File: src/rtl/spi_slave_pkg.sv
// Shared types and constants for the SPI slave: FSM state encoding and the
// two-bit command codes carried at the top of every received frame.
package spi_slave_pkg;

    typedef enum logic [2:0] {
        IDLE,
        CHK_CMD,
        WRITE,
        READ_ADD,
        READ_DATA
    } spi_state_e;

    localparam logic [1:0] WR_ADDR = 2'b00;
    localparam logic [1:0] WR_DATA = 2'b01;
    localparam logic [1:0] RD_ADDR = 2'b10;
    localparam logic [1:0] RD_DATA = 2'b11;

    // Width of a counter that must be able to hold the value n itself
    function automatic int unsigned cnt_width(input int unsigned n);
        return $clog2(n + 1);
    endfunction

endpackage

File: src/rtl/spi_tx_shifter.sv
// Parallel-to-serial MISO shifter: loads one DATA_W word and emits it MSB first.
// busy_o (bits still pending after the current one) exists only with SPI_FRAME_ERR_EN.
module spi_tx_shifter #(
    parameter int unsigned DATA_W = 8
) (
    input  logic              clk,
    input  logic              rst_n,
    input  logic              load_i,
    input  logic [DATA_W-1:0] data_i,
    input  logic              abort_i,
    output logic              miso_o
`ifdef SPI_FRAME_ERR_EN
    ,
    output logic              busy_o
`endif
);

    localparam int unsigned CW = $clog2(DATA_W);

    logic [DATA_W-1:0] sh_q, sh_d;
    logic [CW-1:0]     cnt_q, cnt_d;
    logic              act_q, act_d;
    logic              miso_q, miso_d;

    always_comb begin
        sh_d   = sh_q;
        cnt_d  = cnt_q;
        act_d  = act_q;
        miso_d = miso_q;
        if (abort_i) begin
            sh_d   = '0;
            cnt_d  = '0;
            act_d  = 1'b0;
            miso_d = 1'b0;
        end else if (load_i) begin
            // First bit goes straight to the line; the rest wait in sh_q
            act_d  = 1'b1;
            miso_d = data_i[DATA_W-1];
            sh_d   = {data_i[DATA_W-2:0], 1'b0};
            cnt_d  = CW'(DATA_W - 1);
        end else if (act_q) begin
            if (cnt_q == '0) begin
                act_d  = 1'b0;
                miso_d = 1'b0;
            end else begin
                miso_d = sh_q[DATA_W-1];
                sh_d   = {sh_q[DATA_W-2:0], 1'b0};
                cnt_d  = cnt_q - CW'(1);
            end
        end
    end

    always_ff @(posedge clk or negedge rst_n) begin
        if (!rst_n) begin
            sh_q   <= '0;
            cnt_q  <= '0;
            act_q  <= 1'b0;
            miso_q <= 1'b0;
        end else begin
            sh_q   <= sh_d;
            cnt_q  <= cnt_d;
            act_q  <= act_d;
            miso_q <= miso_d;
        end
    end

    assign miso_o = miso_q;
`ifdef SPI_FRAME_ERR_EN
    assign busy_o = act_q && (cnt_q != '0);
`endif

endmodule

File: src/rtl/spi_slave_gen.sv
// SPI slave: command check, RX_W-bit frame receive, read-address tracking and MISO readback.
// Optional frame_err abort indicator is built when SPI_FRAME_ERR_EN is defined.
module spi_slave_gen
    import spi_slave_pkg::*;
#(
    parameter int unsigned DATA_W = 8
) (
    input  logic              clk,
    input  logic              rst_n,
    input  logic              MOSI,
    input  logic              SS_n,
    input  logic              tx_valid,
    input  logic [DATA_W-1:0] tx_data,
    output logic              MISO,
    output logic              rx_valid,
    output logic [DATA_W+1:0] rx_data
`ifdef SPI_FRAME_ERR_EN
    ,
    output logic              frame_err
`endif
);

    localparam int unsigned      RX_W    = DATA_W + 2;
    localparam int unsigned      CNT_W   = cnt_width(RX_W);
    localparam logic [CNT_W-1:0] LastBit = CNT_W'(RX_W - 1);
    localparam logic [CNT_W-1:0] FullCnt = CNT_W'(RX_W);

    spi_state_e       state_q, state_d;
    logic [CNT_W-1:0] cnt_q, cnt_d;
    logic [RX_W-2:0]  shift_q, shift_d;
    logic [RX_W-1:0]  rx_data_q, rx_data_d;
    logic [RX_W-1:0]  frame_bits;
    logic             rx_valid_q, rx_valid_d;
    logic             rd_addr_done_q, rd_addr_done_d;
    logic             wait_tx_q, wait_tx_d;
    logic             armed_q, armed_d;
    logic             tx_load, tx_abort;
`ifdef SPI_FRAME_ERR_EN
    logic             frame_err_q, frame_err_d;
    logic             tx_busy;
`endif

    always_comb begin
        frame_bits     = {shift_q, MOSI};
        state_d        = state_q;
        cnt_d          = cnt_q;
        shift_d        = shift_q;
        rx_data_d      = rx_data_q;
        rx_valid_d     = 1'b0;
        rd_addr_done_d = rd_addr_done_q;
        // A deselect cancels any pending readback; a tx_valid in that cycle is lost
        wait_tx_d      = wait_tx_q & ~SS_n;
        // Frames are only accepted after SS_n has been seen high since reset
        armed_d        = armed_q | SS_n;
        tx_load        = 1'b0;
        tx_abort       = SS_n;
`ifdef SPI_FRAME_ERR_EN
        frame_err_d    = 1'b0;
`endif

        unique case (state_q)
            IDLE: begin
                if (!SS_n && armed_q) begin
                    state_d = CHK_CMD;
                end
            end
            CHK_CMD: begin
                cnt_d   = '0;
                shift_d = '0;
                if (SS_n) begin
                    state_d = IDLE;
                end else if (!MOSI) begin
                    state_d = WRITE;
                end else if (rd_addr_done_q) begin
                    state_d = READ_DATA;
                end else begin
                    state_d = READ_ADD;
                end
            end
            WRITE, READ_ADD, READ_DATA: begin
                if (SS_n) begin
                    state_d = IDLE;
                    cnt_d   = '0;
`ifdef SPI_FRAME_ERR_EN
                    frame_err_d = (cnt_q != FullCnt) | wait_tx_q | tx_busy;
`endif
                end else begin
                    // Bits beyond a full frame are dropped until deselect
                    if (cnt_q != FullCnt) begin
                        shift_d = frame_bits[RX_W-2:0];
                        cnt_d   = cnt_q + CNT_W'(1);
                        if (cnt_q == LastBit) begin
                            rx_valid_d = 1'b1;
                            rx_data_d  = frame_bits;
                            if (state_q == READ_ADD) begin
                                rd_addr_done_d = 1'b1;
                            end
                            if (state_q == READ_DATA) begin
                                rd_addr_done_d = 1'b0;
                                wait_tx_d      = 1'b1;
                            end
                        end
                    end
                    if (wait_tx_q && tx_valid) begin
                        tx_load   = 1'b1;
                        wait_tx_d = 1'b0;
                    end
                end
            end
            default: state_d = IDLE;
        endcase
    end

    always_ff @(posedge clk or negedge rst_n) begin
        if (!rst_n) begin
            state_q        <= IDLE;
            cnt_q          <= '0;
            shift_q        <= '0;
            rx_data_q      <= '0;
            rx_valid_q     <= 1'b0;
            rd_addr_done_q <= 1'b0;
            wait_tx_q      <= 1'b0;
            armed_q        <= 1'b0;
`ifdef SPI_FRAME_ERR_EN
            frame_err_q    <= 1'b0;
`endif
        end else begin
            state_q        <= state_d;
            cnt_q          <= cnt_d;
            shift_q        <= shift_d;
            rx_data_q      <= rx_data_d;
            rx_valid_q     <= rx_valid_d;
            rd_addr_done_q <= rd_addr_done_d;
            wait_tx_q      <= wait_tx_d;
            armed_q        <= armed_d;
`ifdef SPI_FRAME_ERR_EN
            frame_err_q    <= frame_err_d;
`endif
        end
    end

    spi_tx_shifter #(
        .DATA_W (DATA_W)
    ) u_tx_shifter (
        .clk     (clk),
        .rst_n   (rst_n),
        .load_i  (tx_load),
        .data_i  (tx_data),
        .abort_i (tx_abort),
        .miso_o  (MISO)
`ifdef SPI_FRAME_ERR_EN
        ,
        .busy_o  (tx_busy)
`endif
    );

    assign rx_valid = rx_valid_q;
    assign rx_data  = rx_data_q;
`ifdef SPI_FRAME_ERR_EN
    assign frame_err = frame_err_q;
`endif

endmodule

File: config.mk
export PLATFORM = sky130hd
export DESIGN_NAME = spi_slave_gen
export DESIGN_NICKNAME = d
export VERILOG_FILES = /design/src/rtl/spi_slave_pkg.sv /design/src/rtl/spi_tx_shifter.sv /design/src/rtl/spi_slave_gen.sv
export SDC_FILE = /design/constraint.sdc
export NUM_CORES = 1
export LEC_CHECK = 0
export BUFFER_PORTS_ARGS = -buffer_cell sky130_fd_sc_hd__buf_4
export CAP_MARGIN = 20
export CORE_UTILIZATION = 40
export CTS_CLUSTER_DIAMETER = 120
export DETAILED_ROUTE_END_ITERATION = 7
export SYNTH_ARGS = -nofsm -noshare
export SYNTH_HDL_FRONTEND = slang
export SYNTH_SLANG_ARGS = --single-unit
File: constraint.sdc
create_clock -name clk -period 2.4 [get_ports clk]
set_input_delay 0.48 -clock clk [delete_from_list [all_inputs] [get_ports clk]]
set_output_delay 0.48 -clock clk [all_outputs]
set_load 0.005 [all_outputs]
## Word-level counts from Yosys, hierarchy flattened

Index checks and enable logic that the tools add are counted.
W data, S select, Z words.

- Multiplexer cells: 43
- Multiply operators: 0
- Reductions and logical operators: 15
- Divide/modulo/power cells: 0
- Shifts and indexed selects: 0
- Equality and inequality tests: 12
- Add/subtract/negate cells: 2
- Order comparisons: 0
- Bitwise gates (word level): 3

Operators by type and width:

| kind | number |
|---|---|
| $mux W8 | 4 |
| $mux W3 | 9 |
| $mux W1 | 23 |
| $mux W9 | 2 |
| $pmux W9 S2 | 1 |
| $pmux W3 S3 | 1 |
| $mux W4 | 2 |
| $ne A2 B2 Y1 const B | 4 |
| $pmux W4 S2 | 1 |
| $eq A3 B2 Y1 const B | 2 |
| $logic_not A3 Y1 | 2 |
| $ne A3 B3 Y1 const B | 2 |
| $reduce_and A2 Y1 | 3 |
| $reduce_and A5 Y1 | 1 |
| $add A4 B1 Y4 const B | 1 |
| $eq A4 B4 Y1 const B | 1 |
| $ne A4 B4 Y1 const B | 1 |
| $reduce_and A4 Y1 | 1 |
| $reduce_bool A2 Y1 | 2 |
| $eq A3 B1 Y1 const B | 1 |
| $eq A3 B3 Y1 const B | 1 |
| $reduce_and A3 Y1 | 1 |
| $reduce_bool A3 Y1 | 1 |
| $reduce_or A3 Y1 | 1 |
| 6 further kinds | 7 |

- Flip-flop bits (word level): 43
- Memories kept: 0
- Latch bits: 0
- RAM bits: 0
- Bits in read-only memories: 0
- Bits of input ports: 13
- Output and inout bits: 12

## Depth between registers and ports, before layout

Gate-level depths: netlist (run 1).

- Depth in word-level cells: 8
- Gate-level depth with buffers: 6
- Gate-level depth less buffers: 6

## By module

From an unflattened synthesis (run 1), not the netlist that was laid out.

- Cell total of the unflattened synthesis: 200
- Area total of the unflattened synthesis: 2145.8 µm²

By module, submodules not included:

| module | cells each | instances | area an instance (µm²) |
|---|---|---|---|
| spi_slave_gen | 134 | 1 | 1448.9 |
| spi_tx_shifter | 66 | 1 | 696.9 |

## Least setup slack after synthesis (run 1)

OpenSTA, ideal clock, no wires.

- Path kind: reg2reg
- Start: register state_q[1]
- End: register u_tx_shifter.sh_q[2]
- Stages on the path, launching flop included: 7
- Period minus slack after synthesis: 1.775 ns
- Path slack: 0.625 ns
- Path buffers: 2
- Library setup time: 0.125 ns
- Arrival time: 1.650 ns
- Cell sequence: dfrtp_1 buf_6 or3b_4 a21oi_4 nand3_4 buf_6 mux2_4

- Word-level cells in the longest chain between the ends: 5

RTL lines:

| element | RTL line | source |
|---|---|---|
| start: declaration | spi_slave_gen.sv:28 | `spi_state_e state_q, state_d;` |
| start signal: assignment | spi_slave_gen.sv:128 | `state_q <= state_d;` |
| $eq A3 B2 Y1 or $eq A3 B3 Y1 (tied branches) | spi_slave_gen.sv:61 | `unique case (state_q)` |
| $reduce_or A3 Y1 * | spi_slave_gen.sv:61 |  |
| $mux W1 * | spi_slave_gen.sv:61 |  |
| $ne A3 B3 Y1 (no line), or another cell as far along | n/a |  |
| $reduce_and A2 Y1 (no line) or $mux W8 (tied branches) | n/a |  |
| end signal: assignment | spi_tx_shifter.sv:55 | `sh_q <= '0;` |
| end signal: assignment | spi_tx_shifter.sv:60 | `sh_q <= sh_d;` |
| end: declaration | spi_tx_shifter.sv:20 | `logic [DATA_W-1:0] sh_q, sh_d;` |

Mark *: on every way between the ends. The rest lies on a longest branch, timed or not.
A chain may end at the register's enable or synchronous reset.

## Final worst setup path (run 1)

- Start: register state_q[1]
- End: register rx_data_q[8] (netlist: rx_data[8])

- Word-level cells in the longest chain between the ends: 3

RTL lines:

| element | RTL line | source |
|---|---|---|
| $eq A3 B2 Y1 or $eq A3 B3 Y1 (tied branches) | spi_slave_gen.sv:61 |  |
| $reduce_or A3 Y1 * | spi_slave_gen.sv:61 |  |
| $reduce_and A4 Y1 (no line) * | n/a |  |
| end signal: assignment | spi_slave_gen.sv:131 | `rx_data_q <= rx_data_d;` |
| end: declaration | spi_slave_gen.sv:31 | `logic [RX_W-1:0] rx_data_q, rx_data_d;` |

Marks and branches as above.

==> impl_metrics.ini, run 1 <==
[run_status]
run_status = complete, no violations

[logic_synthesis]
syn_avg_cell_area_sq_um = 11.5
yosysWarnings = 0
ys_seq_elements = 42
synth_nets = 200
yosysTopAreaCell = dfrtp_1
synthCells = 182
ys_top_cells_by_area = dfrtp_1 50%, mux2_4 10%, nand2_1 4.3%, o21ai_0 3.3%, ha_1 3.0%
ys_seq_area_share_pct = 50.2
synth_top_area_share_pct = 50.2
syn_area_sq_um = 2090
netlist-cell-type-count = 42

[sta]
setup_viol = 0
final.setup.worst_slack_ps = 454
hold_ws_ps = 155
max_clock_freq_mhz = 514
tns_ps = 0
rsz0062_at_grt = no
finalMaxSlewViolations = 0
worstMarginPinSlew_ps = 517
slew_headroom_pct = 65.6
hold_violations = 0
fin_crit_ps = 1950
skew_ps = 4.68
period_share_pct = 81.1

[pwr]
p_int_mw = 1.08
power_switching_mw = 0.327
p_leak_nw = 1.15
peakVddDrop_mv = 0.240
pwr-share-comb_pct = 7.9
power_mw = 1.40
seq_power_share_pct = 53.2
p_sw_share_pct = 23.3
clkPwrFrac_pct = 38.9
powerDensity_nw_per_um2 = 581

[setup_path]
cp_data_required_time_ps = 2580
critPathCaptureType = flop
cpPeakStageDelay_ps = 480
cp.arrival_ps = 2130
cp_top_family = simple AND/OR/NAND/NOR gates
critPathLaunchType = flop
worstPathCellList = or3b_4 -> a21oi_4 -> nand2_2 -> mux2_4
crit_buf_inv = 0
critPathKind = flop to flop
worstPathMaxFanout = 11
cp_slowest_cell = dfrtp_1

[clocking]
clkSinkCount = 42
h-tree-depth = 2
root_buffer = clkbuf_8
cts_tree = yes
insertion_delay_ps = 300
cts_resized = 0
cts_buffers = 5
post_cts_buffers = 0
cts_hold_buf = 0
clk_pin_slew_ps = 80
clockBufferDepth = 2

[grt]
grt_antenna_before_repair = 0
gr-total-overflow = 0
grt_max_degree = 43
grt_use_total_pct = 15.3
grt_pass1_wl_mm = 6.26
grt_pass1_vias = 1303

[cells_and_area]
syn2layout_area_growth_pct = 15.3
mostFrequentLayoutCells = 42 x dfrtp_1, 26 x buf_4, 24 x nand2_1
num_antenna_cells = 0
fin_area_sq_um = 2410
drive_above_1_share_pct = 30.1
final_util_pct = 49.5
final_cells = 273
final_nets = 223
layout_commonest_cell = dfrtp_1

[floorplanning]
ios = 25
placementRows = 25
die_area_sq_um = 5530
chipHeight_microns = 74.4
initial_utilization_pct = 42.9
die_x_microns = 74.4
core_region_area_sq_um = 4880

[placement]
globalplace.congestion = 0.699
dp_slack_ps = 499
dp.final_hpwl_mm = 2.56
dp_cells = 265
portBuffers = 24
post_dp_cell_area_sq_um = 2310

[flow_run]
maxCapViolations = 0

[drt]
viasPerCell = 5.00
wire_per_inst_microns = 13.8
drc = 0
routed-via-count = 1364
wl_mm = 3.77
dr.pass1.iters = 5
drtIter0Drc = 90
ant_nets = 0

[min_path]
holdCritPathClass = input port to async pin
-- routing by layer --
layer	vias to the layer above	track usage (%)	share of wire [%]
li1	664	-	-
met4	0	6.50	1.8
met3	6	4.47	4.1
met2	27	24.2	50
met1	667	19.6	44
met5	-	0	0
-- power by group through the flow --
stage                     Sequential [mW]  Clock, mW  Combinational [mW]
after floorplan                     0.753          0              0.0726
after global placement              0.758          0               0.108
after detailed placement            0.760          0               0.113
after CTS                           0.746      0.567               0.113
after global routing                0.749      0.591               0.126
final                               0.746      0.545               0.111
-- sequential cells by signal, summed over array words and instances (netlist names) --
name,count
armed_q,1
rx_data,10
wait_tx_q,1
cnt_q,4
u_tx_shifter.sh_q,7
u_tx_shifter.miso_o,1
shift_q,9
u_tx_shifter.cnt_q,3
state_q,3
rx_valid,1
rd_addr_done_q,1
u_tx_shifter.act_q,1
-- worst reg2reg max path: stages (launching register included) --
cell and delay [ps]:
dfrtp_1 480, or3b_4 470, a21oi_4 250, nand2_2 260, mux2_4 380
-- path summary, 6_finish.rpt --
kind | start | endpoint | slack, ps | cells after the start
max | state_q[1] | rx_data[8] | 450 | 4
min | rst_n | rx_valid | 150 | 1
max reg2reg | state_q[1] | rx_data[8] | 450 | 4
min reg2reg | armed_q | armed_q | 480 | 1
max in group asynchronous | rst_n | wait_tx_q | 1890 | 1
min in group clk | tx_data[6] | u_tx_shifter.sh_q[7] | 410 | 2
-- kinds of logic after synthesis --
family / count (synthesis) / synth area share (%)
and+or+nand+nor: 59 / 15.4
DFF: 42 / 50.2
AOI/OAI and AO/OA: 31 / 10.5
muxes: 24 / 15.1
buffers and inverters: 18 / 4.66
adders and majority gates: 5 / 2.99
xor gates and xnor gates: 3 / 1.25
-- layout make-up --
type                            instances  area [sq um]
Clock inverter                          3          40.0
Multi-Input combinational cell        122           946
Clock buffer                            5          68.8
Tap cell                               67          83.8
Timing Repair Buffer                   26           195
Fill cell                             456          2460
Sequential cell                        42          1050
Inverter                                8          30.0
-- cell usage after synthesis --
cell type and instances:
a21boi_0 2, a21boi_1 1, a21oi_1 3, a21oi_4 1, a221oi_2 2, a22o_1 2
a2bb2oi_1 1, a31oi_1 2, and2_1 1, and4bb_2 1, buf_2 3, buf_4 1
buf_6 3, clkbuf_1 3, dfrtp_1 42, ha_1 5, inv_1 8, mux2_2 4
mux2_4 14, mux2i_1 6, nand2_1 24, nand2_2 1, nand2b_1 7, nand3_1 2
nand3_4 1, nand3b_1 3, nand4_1 1, nand4b_1 1, nor2_1 7, nor2b_1 4
nor3_1 1, nor3b_1 1, o211ai_2 1, o21a_1 1, o21ai_0 14, o31ai_1 1
or2_2 1, or2b_1 1, or3b_2 1, or3b_4 1, xnor2_1 2, xor2_1 1
No activity file was read; power rests on OpenSTA's default activity.
==> inputs of run 2 (changes only) <==
clock period = 1.8 ns   (was 2.4 ns; I/O delays follow)
==> run 2 against run 1 <==
Against the previous run:
- power rose by 28%
- final cell count up 4.0%
- worst hold slack got worse by 130 ps
- sequential power is 32% higher
==> impl_metrics.ini, run 2 (same netlist as run 1, synthesis figures left out) <==
[run_status]
run_status = complete, no violations

[sta]
rsz0062_at_grt = no
finalMaxSlewViolations = 0
max_clock_freq_mhz = 588
slew_headroom_pct = 65.1
period_share_pct = 94.6
skew_ps = 12.2
worstMarginPinSlew_ps = 524
tns_ps = 0
fin_crit_ps = 1700
setup_viol = 0
hold_violations = 0

[floorplanning]
placementRows = 25
ios = 25
initial_utilization_pct = 42.9
die_x_microns = 74.4
chipHeight_microns = 74.4
die_area_sq_um = 5530
core_region_area_sq_um = 4880

[clocking]
cts_hold_buf = 0
clockBufferDepth = 2
root_buffer = clkbuf_8
clk_pin_slew_ps = 90
h-tree-depth = 2
clkSinkCount = 42
insertion_delay_ps = 300
cts_tree = yes
cts_buffers = 5

[setup_path]
cp_slowest_cell = or3b_4
cp_top_family = simple AND/OR/NAND/NOR gates
crit_buf_inv = 0
worstPathMaxFanout = 11
critPathLaunchType = flop
cp_data_required_time_ps = 1980
cp.arrival_ps = 1880
worstPathCellList = or3b_4 -> a21oi_4 -> nand2_4 -> mux2_4
critPathKind = flop to flop
critPathCaptureType = flop
cpPeakStageDelay_ps = 440

[cells_and_area]
drive_above_1_share_pct = 34.1
syn2layout_area_growth_pct = 19.0
mostFrequentLayoutCells = 42 x dfrtp_1, 36 x buf_4, 24 x nand2_1
num_antenna_cells = 0
largest_reg_flops = 10
final_nets = 234
layout_commonest_cell = dfrtp_1

[grt]
grt_max_degree = 43
grt_antenna_before_repair = 0
gr-total-overflow = 0
grt_use_total_pct = 15.9
grt_pass1_vias = 1441
grt_pass1_wl_mm = 6.67

[drt]
wire_per_inst_microns = 14.3
drtIter0Drc = 69
drc = 0
dr.pass1.iters = 4
viasPerCell = 4.95
wl_mm = 4.07
ant_nets = 0
routed-via-count = 1405

[min_path]
holdCritPathClass = input port to async pin

[pwr]
peakVddDrop_mv = 0.460
power_mw = 1.79
p_leak_nw = 1.20
powerDensity_nw_per_um2 = 719

[placement]
portBuffers = 24
globalplace.congestion = 0.798
dp.final_hpwl_mm = 2.83

[flow_run]
maxCapViolations = 0
## run 2: cell types whose count changed in the layout (fill, tap and decap cells not counted)
cell	previous run	this run
buf_4	26	36
clkinv_2	2	0
clkinvlp_4	0	2
bufinv_16	1	0
inv_6	0	1
nand2_2	1	0
nand2_4	0	1
nand3_2	0	1
or2b_1	1	0
or2b_4	0	1
## run 2: metrics by stage
step	std cells	hold slack (ps)	instance area (sq um)	setup WS [ps]	util (%)
2_1_floorplan	182	64.4	2090	24.6	-
3_3_place_gp	274	364	2370	65.5	48.6
3_5_place_dp	274	379	2370	11.5	48.6
4_1_cts	282	44.8	2470	46.3	50.6
5_1_grt	284	67.7	2490	38.1	51.1
6_report	284	29.2	2490	98.0	51.1
## run 2: path summary, 6_finish.rpt
| path | from | to | slack (ps) | depth (start not counted) |
|---|---|---|---|---|
| worst max-delay path | state_q[1] | rx_data[7] | 100 | 4 |
| worst min-delay path | rst_n | rx_data[5] | 30 | 1 |
| worst max register to register | state_q[1] | rx_data[7] | 100 | 4 |
| worst min register to register | armed_q | armed_q | 480 | 1 |
| max in group asynchronous | rst_n | wait_tx_q | 1390 | 1 |
| min in group clk | tx_data[5] | u_tx_shifter.sh_q[6] | 290 | 2 |
## run 2: what timing repair did
item | in CTS | in global routing
resized for setup | 1 | 1
setup endpoints to repair | 1 | 5
buffers inserted | 0 | 1
pin swaps | 0 | 2
gates cloned | 0 | 1
## run 2: layer usage
layer / GRT usage, % / vias to the layer above / routed length (microns) / share of wire, %
li1: - / 687 / - / -
met1: 20.5 / 679 / 1830 / 45
met2: 25.6 / 30 / 2010 / 49
met3: 3.66 / 9 / 150 / 3.7
met4: 6.92 / 0 / 80 / 2.0
met5: 0 / - / 0 / 0
## run 2: cell type report
cell class | count | area, sq um
Inverter | 8 | 30.0
Multi-Input combinational cell | 123 | 965
Fill cell | 455 | 2390
Tap cell | 67 | 83.8
Timing Repair Buffer | 36 | 270
Clock buffer | 5 | 68.8
Clock inverter | 3 | 23.8
Sequential cell | 42 | 1050
## run 2: power by group
part           total [mW]  leakage, nW  switching [mW]  internal (mW)
combinational       0.187        0.584           0.105         0.0819
sequential          0.987        0.577          0.0208          0.966
clock               0.618       0.0408           0.341          0.277
==> inputs of run 3 (changes only) <==
ABC_AREA = 1   (was unset)
==> run 3 against run 2 <==
Against the previous run:
- maximum frequency grew 3.5%
- power grew 24%
- critical path depth grew 5
- wire length shrank 1.3%
- final cell count grew 21%
- synthesized cell count grew 37%
- first-iteration DRC count grew 17%
- design area shrank 3.0%
- register-to-register slack gained 60 ps
- clock power grew 23%
- sequential power grew 5%
- global-route usage grew 1.2 points
==> impl_metrics.ini, run 3 <==
[run_status]
run_status = complete, no violations

[clocking]
cts_hold_buf = 0
cts_tree = yes
root_buffer = clkbuf_8
clockBufferDepth = 2
clkSinkCount = 42
insertion_delay_ps = 300
clk_pin_slew_ps = 90
h-tree-depth = 2
cts_buffers = 5
post_cts_buffers = 0
cts_resized = 0

[sta]
finalMaxSlewViolations = 0
rsz0062_at_grt = no
tns_ps = 0
period_share_pct = 91.3
hold_violations = 0
final.setup.worst_slack_ps = 156
slew_headroom_pct = 64.7
skew_ps = 10.5
setup_viol = 0
worstMarginPinSlew_ps = 529
fin_crit_ps = 1640
max_clock_freq_mhz = 608

[logic_synthesis]
synth_top_area_share_pct = 50.6
yosysMostFrequentCell = nand2_1
synth_nets = 268
yosysWarnings = 0
synthArstFlopShare_pct = 100
synthFlopType = dfrtp_1
synthCells = 250
synth_edf_count = 0
yosysTopAreaCell = dfrtp_1
ys_seq_area_share_pct = 50.6
ys_seq_elements = 42
ys_top_cells_by_area = dfrtp_1 51%, nand2_1 17%, nand3_1 9.4%, inv_1 3.8%, ha_1 3.0%
netlist_top_cells_count = 92 x nand2_1, 42 x dfrtp_1, 39 x nand3_1, 21 x inv_1, 9 x o21ai_0
syn_area_sq_um = 2080
netlist-cell-type-count = 29
syn_avg_cell_area_sq_um = 8.30

[setup_path]
worstPathMaxFanout = 7
cp_data_required_time_ps = 2000
critPathCaptureType = flop
critPathKind = flop to flop
cp.arrival_ps = 1850
critPathLaunchType = flop

[placement]
globalplace.congestion = 0.777
portBuffers = 24
dp.final_hpwl_mm = 2.78
post_dp_cell_area_sq_um = 2300
dp_slack_ps = 153

[floorplanning]
chipHeight_microns = 74.0
placementRows = 25
initial_utilization_pct = 42.8
die_area_sq_um = 5480
core_region_area_sq_um = 4850
ios = 25
die_x_microns = 74.0

[grt]
grt_use_total_pct = 17.1
grt_pass1_wl_mm = 7.07
grt_antenna_before_repair = 0
grt_max_degree = 43
gr-total-overflow = 0
grt_pass1_vias = 1539

[drt]
drc = 0
drtIter0Drc = 81
dr.pass1.iters = 4
viasPerCell = 4.82
routed-via-count = 1664
wire_per_inst_microns = 11.6
ant_nets = 0
wl_mm = 4.02

[cells_and_area]
layout_commonest_cell = nand2_1
drive_above_1_share_pct = 18.7
final_nets = 295
largest_reg_flops = 10
n_fill_cell = 504
num_antenna_cells = 0
fin_area_sq_um = 2420
syn2layout_area_growth_pct = 16.5
mostFrequentLayoutCells = 92 x nand2_1, 42 x dfrtp_1, 39 x nand3_1

[pwr]
peakVddDrop_mv = 0.465
powerDensity_nw_per_um2 = 919
p_leak_nw = 1.28

[min_path]
holdCritPathClass = input port to async pin

[flow_run]
maxCapViolations = 0
[run 3: cell count changes after synthesis, moves of 4 or more]
cell and change:
mux2_2 -4, o21ai_0 -5, inv_1 +13, inv_2 +4, nand2b_1 -7, mux2_4 -14
nor2b_1 -4, nand2_1 +68, mux2i_1 -6, nand3_1 +37
[run 3: per-layer routing]
metal  vias to the layer above  routed length, microns  share of wire, %  track usage (%)
li1                        857                       -                 -                -
met5                         -                       0                 0                0
met2                        25                    1800                45             25.8
met4                         0                      51               1.3             7.05
met1                       777                    2040                51             23.6
met3                         5                     120               3.0             4.07
[run 3: stage by stage]
stage / total power [mW] / cells / util, % / hold slack (ps)
after floorplan: 1.38 / 250 / - / 64.4
after global placement: 1.48 / 337 / 47.5 / 385
after detailed placement: 1.48 / 337 / 47.5 / 382
after CTS: 2.25 / 345 / 49.9 / 49.0
after global routing: 2.36 / 345 / 49.9 / 71.5
final: 2.22 / 345 / 49.9 / 29.4
[run 3: kinds of logic after synthesis]
family          share of synthesized area, %
fa+ha+maj                               3.01
simple gates                            33.6
xor+xnor                               0.422
buf+inv                                 6.99
compound gates                          5.30
flops                                   50.6
[run 3: where the power goes]
part | switching [mW] | leakage (nW) | internal (mW)
logic | 0.309 | 0.648 | 0.116
registers | 0.0540 | 0.578 | 0.982
clock network | 0.348 | 0.0504 | 0.413
total | 0.711 | 1.28 | 1.51
[run 3: critical path, cell delays in order (launching register included)]
cell and delay, ps:
dfrtp_1 430, inv_1 80, ha_1 210, inv_1 50, nand2_1 70, nor3_2 180, nand2_1 220, buf_4 220
nand2_1 50, nand2_1 50
[run 3: path summary, 6_finish.rpt]
check / depth (start not counted) / slack (ps) / to / from
worst min register to register: 2 / 460 / armed_q / armed_q
min in group clk: 3 / 290 / u_tx_shifter.sh_q[1] / tx_data[0]
worst max-delay path: 9 / 160 / rx_data[4] / cnt_q[0]
max in group asynchronous: 1 / 1400 / u_tx_shifter.cnt_q[2] / rst_n
worst max register to register: 9 / 160 / rx_data[4] / cnt_q[0]
worst min-delay path: 1 / 30 / rx_data[8] / rst_n
[run 3: layout make-up]
type                    instances  area [sq um]  area share [%]
flip-flops and latches         42          1050            43.5
multi-input cells             177           880            36.4
repair buffers                 26           195            8.07
inverters                      25          93.8            3.88
well taps                      67          83.8            3.47
clock buffers                   5          68.8            2.85
clock inverters                 3          45.0            1.86
